==> src/rtl/alu_share_ctrl.sv <==
// Round-robin arbiter and sequencer sharing one 4-bit ALU between two requesters.
// Each operation is held for LAT execute cycles, then returned on the owner's response channel.
module alu_share_ctrl #(
    parameter int LAT = 1
) (
    input  logic       clk,
    input  logic       rst_n,
    input  logic       req0_valid,
    input  logic       req1_valid,
    output logic       req0_ready,
    output logic       req1_ready,
    input  logic [3:0] req0_a,
    input  logic [3:0] req1_a,
    input  logic [3:0] req0_b,
    input  logic [3:0] req1_b,
    input  logic [1:0] req0_op,
    input  logic [1:0] req1_op,
    output logic       rsp0_valid,
    output logic       rsp1_valid,
    input  logic       rsp0_ready,
    input  logic       rsp1_ready,
    output logic [7:0] rsp0_f,
    output logic [7:0] rsp1_f,
    output logic       busy,
    output logic [7:0] op_count
);

    typedef enum logic [1:0] {IDLE = 2'd0, EXEC = 2'd1, RESP = 2'd2} state_t;

    localparam logic [2:0] CNT_LOAD = 3'(LAT - 1);

    state_t      state, state_nxt;
    logic        prio;
    logic        owner;
    logic [2:0]  cnt;
    logic        win1;
    logic        accept, done, rsp_hs;
    logic [3:0]  a_p0, b_p0;
    logic [1:0]  op_p0;
    logic [7:0]  res_p1;

    function automatic logic [7:0] alu_f(input logic [3:0] a, input logic [3:0] b,
                                         input logic [1:0] op);
        logic signed [7:0] sa;
        logic signed [7:0] sb;
        sa = signed'({4'b0000, a});
        sb = signed'({4'b0000, b});
        case (op)
            2'b00:   alu_f = {4'b0000, a} + {4'b0000, b};
            2'b01:   alu_f = sa - sb;
            2'b10:   alu_f = {4'b0000, a} * {4'b0000, b};
            default: alu_f = (a < b) ? 8'h01 : ((a > b) ? 8'h02 : 8'h00);
        endcase
    endfunction

    // Requester 1 wins when it is alone or when both are pending and it holds priority.
    assign win1 = req1_valid && (!req0_valid || prio);

    always_comb begin
        state_nxt = state;
        accept    = 1'b0;
        done      = 1'b0;
        rsp_hs    = 1'b0;
        case (state)
            IDLE: begin
                if (req0_valid || req1_valid) begin
                    accept    = 1'b1;
                    state_nxt = EXEC;
                end
            end
            EXEC: begin
                if (cnt == 3'd0) begin
                    done      = 1'b1;
                    state_nxt = RESP;
                end
            end
            RESP: begin
                if (owner ? rsp1_ready : rsp0_ready) begin
                    rsp_hs    = 1'b1;
                    state_nxt = IDLE;
                end
            end
            default: state_nxt = IDLE;
        endcase
    end

    always_ff @(posedge clk or negedge rst_n) begin
        if (!rst_n) begin
            state    <= IDLE;
            prio     <= 1'b0;
            owner    <= 1'b0;
            cnt      <= 3'd0;
            res_p1   <= 8'h00;
            op_count <= 8'h00;
        end else begin
            state <= state_nxt;
            if (accept) begin
                owner <= win1;
                cnt   <= CNT_LOAD;
            end else if (state == EXEC && !done) begin
                cnt <= cnt - 3'd1;
            end
            if (done) begin
                res_p1 <= alu_f(a_p0, b_p0, op_p0);
            end
            if (rsp_hs) begin
                prio     <= ~owner;
                op_count <= op_count + 8'd1;
            end
        end
    end

    // Operand capture stage: data only, qualified by the accept strobe.
    always_ff @(posedge clk) begin
        if (accept) begin
            a_p0  <= win1 ? req1_a  : req0_a;
            b_p0  <= win1 ? req1_b  : req0_b;
            op_p0 <= win1 ? req1_op : req0_op;
        end
    end

    assign req0_ready = (state == IDLE) && req0_valid && !win1;
    assign req1_ready = (state == IDLE) && win1;
    assign rsp0_valid = (state == RESP) && !owner;
    assign rsp1_valid = (state == RESP) && owner;
    assign rsp0_f     = res_p1;
    assign rsp1_f     = res_p1;
    assign busy       = (state != IDLE);

endmodule

==> config.mk <==
export PLATFORM = sky130hd
export DESIGN_NAME = alu_share_ctrl
export DESIGN_NICKNAME = d
export VERILOG_FILES = /design/src/rtl/alu_share_ctrl.sv
export SDC_FILE = /design/constraint.sdc
export NUM_CORES = 1
export LEC_CHECK = 0
export CAP_MARGIN = 20
export CORE_MARGIN = 2
export CORE_UTILIZATION = 54
export DETAILED_ROUTE_END_ITERATION = 10
export GPL_TIMING_DRIVEN = 0
export PLACE_DENSITY = 0.95
export SLEW_MARGIN = 10
export SYNTH_ARGS = -nofsm -noshare
export SYNTH_HDL_FRONTEND = slang
export SYNTH_SLANG_ARGS = --single-unit
export TNS_END_PERCENT = 1
==> constraint.sdc <==
create_clock -name clk -period 8.4 [get_ports clk]
set_input_delay 2.1 -clock clk [delete_from_list [all_inputs] [get_ports clk]]
set_output_delay 2.1 -clock clk [all_outputs]
set_load 0.02 [all_outputs]
==> summary by stage, run 1 <==
Run status
The flow ran to the end, and the final reports show no timing, DRC or antenna violations.

Floorplan
The initial core utilization is 0.570. The full die area is 4850 um2. The region available for standard cell placement spans 4090 um2. The overall die height is around 70 um. The floorplan step set the die width to 69.7 um. The I/O pin count is 55.

Row generation in the floorplan step produced 23 rows.

Synthesis
The share of the synthesized area in the top cell type is 0.247. The synthesized net count is 288. Averaged over all synthesized cells, the footprint is 9.99 um2.

The sequential cell area fraction in the yosys report is 0.376. Sorting the synthesized cells by how often they occur yields inv_1, dfrtp_1, ha_1, nor2_1, nand2_1. The number of flops mapped to enable cells by yosys is 10.

The dominant synthesized flop cell is dfrtp_1. The number of warnings printed during yosys synthesis is 0. In this run the cell area of the synthesized design comes to 2330 um2. Counting distinct cell types in the post-synthesis netlist gives 46. Counting every instance in the synthesized netlist gives 233.

Ranked by total cell area, the synthesized netlist is headed by dfrtp_1, edfxtp_1, ha_1. Of all cell types, the one taking the most synthesized area is dfrtp_1. The post-synthesis register bit count is 33. Counting flops with an async set or reset pin after synthesis yields a share of 0.697. Among all cell types in the netlist, the one instantiated most often is inv_1.

Timing
Timing would allow up to 158 MHz. The worst slew slack as a fraction of its limit is 0.626. The post-layout minimum cycle time is 6.32 ns. Adding up every negative setup slack in the final design gives 0 ns. The number of endpoints with negative hold slack in the final report is 0. The post-route worst setup slack is 2.08 ns.

Setup violations remaining at the end of the flow were counted as 0. The final clock period utilization by the worst path is 0.752. Setup repair after global routing left no endpoint under its margin. The slew of the pin with the lowest slew margin is 0.555 ns. The clock arrives with 0.00672 ns of skew. The final max-slew violation count was 0.

Worst setup path
The critical path class is in -> out. The end of the critical path is req0_ready. Of all nets on the critical path, the largest fanout is 10. The beginning of the worst register-to-register path is a_p0[1]. In this run the worst setup path begins at req0_valid. The worst flop-to-flop path endpoint is rsp0_f[5]. For the worst setup path, the data required time is 6.30 ns. The data arrival time of the worst path is roughly 4.2 ns.

The kind of capture point of the worst setup path is an output pin. The worst register-to-register path has a depth of 9. The startpoint class of the critical path is a primary input. Across all register-to-register paths, the minimum setup slack is 5.19 ns.

Placed design
The detailed placement HPWL is 3860 um. After detailed placement, the total cell area comes to 2930 um2. The routability-driven placement congestion ratio is 0.857. At the placement stage, the worst setup path has a slack of 2.09 ns. The count of buffers added on input and output ports is between 50 and 60.

Power
The internal portion of total power is between 0.5 and 0.6 mW. Of the total power, the share spent switching nets is 0.433. Power spread over the standard cell area amounts to approximately 350 nW/um2.

The maximum ir drop on the vdd rail is 0.175 mV. The reported net switching power is 0.459 mW. The combinational group share of total power is 0.616. Of the total power, the clock network draws 0.115. For this design the static power due to leakage is 1.38 nW.

The power share of the sequential group is 0.269.

Finish
The net count reported at finish is 350. Summing all non-filler instances in the final layout gives an area of roughly 3000 um2. The antenna diode instance count is 0.

The area growth from synthesis to layout is 30.3%. The ratio of cells with drive above 1 in the final layout is 0.135.

Clock tree
The total clock buffers created by CTS is 5. The clock latency reported for the late side of the worst-skew pair is between 0.2 and 0.3 ns. The clock passes through at most 2 buffers. Gates resized during post-CTS repair numbered 0.

The clock-pin slew reported for the worst setup and hold paths after clock tree synthesis is 0.07 ns. CTS placed an instance of clkbuf_8 at the clock tree root. Clock tree synthesis found a total of 33 sinks. After clock tree synthesis, the setup repair step added 0 buffers. The TritonCTS clock tree is built. The clock tree synthesis step divided the H-tree into 2 levels. Buffers inserted to repair hold after CTS numbered 0.

Global route
In the global route stage, overall resource usage came out at 0.226. The wire length of the first global-routing pass is 8670 um. After global routing the overflow that remains totals 0. The initial antenna violation count came to 0. The via count of the first global-routing pass was around 1900. Entering global routing, the biggest net connects 24 pins.

Worst hold path
The kind of path behind the tightest hold check is reg -> reg.

Routing
After detailed routing, the number of remaining DRC violations is 0. The final layout contains routed wiring with a total length of 5110 um. The number of routed nets with antenna violations is 0. The routed layout has 1866 vias.

The vias per cell is 5.39. The mean routed wirelength per cell is around 15 um. The detailed-routing iteration count for the pre-antenna-repair pass is 4. The first-iteration detailed-routing DRC count is 80.

Run
The tool flagged a number of max-cap violations equal to 0.
critical path, cell delays in order:
cell             delay [ns]
clkdlybuf4s50_1        0.48
inv_1                  0.04
o21ai_0                0.46
buf_2                  0.35
and3_1                 0.18
clkdlybuf4s50_1        0.60
sequential cells by signal, indices dropped and copies added (netlist names):
register and cells:
prio 1, op_p0 2, op_count 8, a_p0 4
b_p0 4, rsp0_f 8, state 2, cnt 3
owner 1
metrics by stage:
stage	cells	utilization	total power, mW	hold WS (ns)
after floorplan	233	-	0.713	0.480
after global placement	337	0.717	0.903	0.459
after detailed placement	337	0.717	0.931	0.497
after CTS	345	0.738	1.06	0.507
after global routing	346	0.742	1.14	0.525
final	346	0.742	1.06	0.499
layout make-up:
type | count | area, um2
buffer | 16 | 109
clock buffer | 5 | 68.8
clock inverter | 3 | 17.5
fill | 295 | 1050
inverter | 26 | 97.6
multi-input combinational | 158 | 1240
sequential | 33 | 876
tap | 50 | 62.6
timing repair buffer | 55 | 556
how the worst min path moves through the flow:
| stage | startpoint | slack, ns | depth (start not counted) | endpoint |
|---|---|---|---|---|
| final | op_count[7] | 0.50 | 1 | op_count[7] |
| after floorplan | cnt[1] | 0.48 | 2 | cnt[1] |
| after detailed placement | op_count[4] | 0.50 | 1 | op_count[4] |
| after CTS | op_count[4] | 0.51 | 1 | op_count[4] |
| after global routing | op_count[7] | 0.52 | 1 | op_count[7] |
| after global placement | op_count[7] | 0.46 | 1 | op_count[7] |
cells in the final DEF, fill, tap and decap left out, types with 4 or more instances in the layout:
| master | Yosys | layout |
|---|---|---|
| nand4_1 | 4 | 4 |
| mux2_2 | 12 | 12 |
| buf_4 | 8 | 8 |
| clkdlybuf4s50_1 | 0 | 54 |
| xnor2_1 | 12 | 12 |
| nor2_1 | 18 | 18 |
| clkbuf_8 | 0 | 5 |
| edfxtp_1 | 10 | 10 |
| fa_1 | 6 | 6 |
| nand2_1 | 16 | 16 |
| o21ai_0 | 11 | 11 |
| and2_1 | 5 | 5 |
| a21oi_1 | 9 | 9 |
| ha_1 | 23 | 23 |
| inv_1 | 25 | 25 |
| dfrtp_1 | 23 | 23 |
| a31oi_1 | 4 | 4 |
layer usage:
| layer | share of wire | up-vias | track usage |
|---|---|---|---|
| li1 | - | 914 | - |
| met1 | 0.41 | 873 | 0.259 |
| met2 | 0.53 | 67 | 0.413 |
| met3 | 0.042 | 12 | 0.0436 |
| met4 | 0.021 | 0 | 0.0855 |
| met5 | 0 | - | 0 |
cells by family (layout without fill, tap and decap cells):
group | Yosys count | after routing | share of synthesized area
flip-flops | 33 | 33 | 0.376
multiplexers | 13 | 13 | 0.0624
AND/OR/NAND/NOR | 63 | 63 | 0.139
AO/OA/AOI/OAI | 40 | 40 | 0.110
adder cells (fa/ha/maj) | 29 | 29 | 0.175
XOR/XNOR | 13 | 13 | 0.0489
buffers and inverters | 42 | 105 | 0.0887
power groups by stage:
| stage | Clock (mW) | Combinational (mW) | Sequential [mW] |
|---|---|---|---|
| finish | 0.121 | 0.652 | 0.285 |
| global route | 0.129 | 0.719 | 0.294 |
| CTS | 0.121 | 0.652 | 0.284 |
| detailed placement | 0 | 0.645 | 0.286 |
| global placement | 0 | 0.621 | 0.282 |
| floorplan | 0 | 0.407 | 0.306 |
Note: power is estimated with default switching activity, not from simulation.
==> run 2, diff against run 1 <==
Settings changed: CORE_UTILIZATION 54 to 45, PLACE_DENSITY 0.95 to 0.86.
Clock period 8.4 ns to 5.55 ns, I/O delays scaled along.
==> run 2 against run 1 <==
Via count shrank 0.96%. Highest routed layer unchanged. Total power grew 48%. Final area grew 0.70%. Die area grew 19%.
==> summary by stage, run 2 (synthesized netlist as in run 1, its figures left out) <==
Floorplan
The initial core utilization is 0.462 (-0.108). The number of standard-cell rows in the floorplan came to 26 (+13%). The I/O pin count is 55 (unchanged). The core area is 5040 um2 (+23%).

The width of the die is 75.9 um (+9.0%). The full die area came to 5760 um2 (+19%). The overall die height was 75.9 um (+9.0%).

Global route
The wire length of the first global-routing pass is 8190 um (-5.6%). The maximum number of pins on one net before global-route repair is 24 (unchanged). The aggregate global routing overflow came to 0 (unchanged). The via count of the first global-routing pass is 1861 (-3.9%). The all-layer global routing usage is 0.176 (-0.0492). The initial antenna violation count came to 0 (unchanged).

Timing
The number of failing setup endpoints in the final timing report is 0 (unchanged). Of the available clock period, the critical path in the final layout requires 0.876. The total negative slack for setup checks is 0 ns (unchanged).

The slew of the pin with the lowest slew margin is 0.530 ns (-0.0245 ns). The number of endpoints with negative hold slack in the final report came to 0 (unchanged). The worst slew slack as a fraction of its limit is 0.643 (+0.0165). The worst path in the final design needs a cycle of slightly below 5 ns, including I/O delays and setup. The final max-slew violation count is 0 (unchanged). Setup repair after global routing left no endpoint under its margin. The post-route clock skew is 0.00419 ns (-0.00253 ns). The achievable clock frequency is 206 MHz.

Routing
The first-iteration detailed-routing DRC count is 67 (-16%). The mean routed wirelength per cell came to 12.9 um (-13%). The detailed-routing iteration count for the pre-antenna-repair pass is 6 (+2). The number of routed nets with antenna violations is 0 (unchanged). The wire length after detailed routing is 4710 um (-7.7%). The vias per cell was 5.05 (-6.4%). The total number of vias was 1848 (-0.96%). The detailed-route DRC error count is 0 (unchanged).

Clock tree
The total of hold buffers inserted after clock tree synthesis came to 0 (unchanged). The total clock buffers created by CTS is 5 (unchanged). The clock tree root driver cell is clkbuf_8. The clock net sink count is 33 (unchanged). The clock-pin slew reported for the worst setup and hold paths after clock tree synthesis came to 0.06 ns (about the same).

The count of instances resized after the clock tree is built is 0 (unchanged). The number of H-tree levels came to 2 (unchanged). TritonCTS built the clock tree. The clock latency reported for the late side of the worst-skew pair is 0.28 ns (about the same). The post-CTS setup buffer count is 0 (unchanged). The number of buffers between clock root and the deepest sink is 2 (unchanged).

Finish
The cell area after layout is 3050 um2 (+0.70%). The ratio of cells with drive above 1 in the final layout was 0.132 (-0.00338). The area growth from synthesis to layout is 31.2%.

In the layout the commonest cells are clkdlybuf4s50_1, inv_1, ha_1, dfrtp_1, nor2_1. The net count reported at finish is 350 (unchanged). The most common library cell in the layout ignoring fill and taps is clkdlybuf4s50_1.

The end-of-flow core utilization came to 0.605 (-0.136). The number of standard cells in the layout, taps in and fillers out is 366 (+5.8%). The antenna diode instance count came to 0 (unchanged).

Worst setup path
The data arrival time of the worst path is 3.48 ns (-0.74 ns). In this run the critical register-to-register path is launched from a_p0[1]. The critical path class is in -> out. The worst setup path startpoint is req0_valid. The kind of capture point of the worst setup path is an output pin.

The depth of the most critical reg-to-reg path is 9 (unchanged). The end of the critical path is req0_ready. The slack of the worst reg-to-reg path is 2.34 ns (-2.85 ns). The worst-path maximum fanout is 10 (unchanged). The startpoint class of the critical path is a primary input. The critical path required time is 4.16 ns (-2.14 ns). The worst flop-to-flop path endpoint is rsp0_f[5].

Power
The power consumption is 1.57 mW (+48%). The reported leakage power came to 1.38 nW (about the same). The maximum ir drop on the vdd rail was 0.269 mV (+54%). The total power divided by cell area is 514 nW/um2 (+47%).

Run status
The flow ran to the end, and the final reports show no timing, DRC or antenna violations.

Worst hold path
The kind of path behind the tightest hold check is reg -> reg.

Placed design
The instance count after placement with tap cells included was 357 (+5.9%). The routability-driven placement congestion ratio came to 0.908 (+5.9%). The total cell area at the placement stage is 2960 um2 (+0.85%).

The number of buffers inserted by port buffering was 54 (unchanged). The detailed placement HPWL was 3780 um (-2.0%).

Run
The total of max-cap violations is 0 (unchanged).
## run 2: cell count changes in the layout (fill, tap and decap cells not counted)
| cell | previous run | this run |
|---|---|---|
| clkbuf_1 | 3 | 4 |
| clkinvlp_4 | 1 | 0 |
## run 2: cell type report
| type | instances | area, um2 |
|---|---|---|
| Tap cell | 70 | 87.6 |
| Clock inverter | 2 | 10.0 |
| Multi-Input combinational cell | 158 | 1240 |
| Timing Repair Buffer | 55 | 556 |
| Inverter | 26 | 97.6 |
| Buffer | 16 | 109 |
| Sequential cell | 33 | 876 |
| Fill cell | 423 | 1990 |
| Clock buffer | 6 | 72.6 |
## run 2: critical path: stages
cell and delay, ns:
clkdlybuf4s50_1 0.48, inv_1 0.04, o21ai_0 0.44, buf_2 0.34
and3_1 0.18, clkdlybuf4s50_1 0.60
## run 2: per-stage QoR
| stage | setup slack, ns | hold WS (ns) |
|---|---|---|
| global placement | 0.709 | 0.459 |
| CTS | 0.631 | 0.479 |
| finish | 0.686 | 0.472 |
| global route | 0.549 | 0.534 |
| floorplan | 1.87 | 0.480 |
| detailed placement | 0.627 | 0.466 |
## run 2: metal layers
metal | part of all wire | track usage | wire, um | up-vias
met4 | 0.016 | 0.0545 | 76 | 0
met5 | 0 | 0 | 0 | -
met2 | 0.52 | 0.325 | 2440 | 51
met3 | 0.036 | 0.0488 | 168 | 9
met1 | 0.43 | 0.198 | 2030 | 879
li1 | - | - | - | 909
## run 2: report_power, final
group | internal [mW] | switching [mW]
Combinational | 0.469 | 0.502
Sequential | 0.348 | 0.0785
Clock | 0.0867 | 0.0852
Total | 0.904 | 0.666
## run 2: worst min path at each step
stage                      startpoint          end  slack (ns)  depth (start not counted)
after global placement    op_count[7]  op_count[7]        0.46                          1
after detailed placement  op_count[7]  op_count[7]        0.47                          1
after floorplan                cnt[1]       cnt[1]        0.48                          2
after CTS                 op_count[7]  op_count[7]        0.48                          1
final                     op_count[7]  op_count[7]        0.47                          1
after global routing      op_count[7]  op_count[7]        0.53                          1
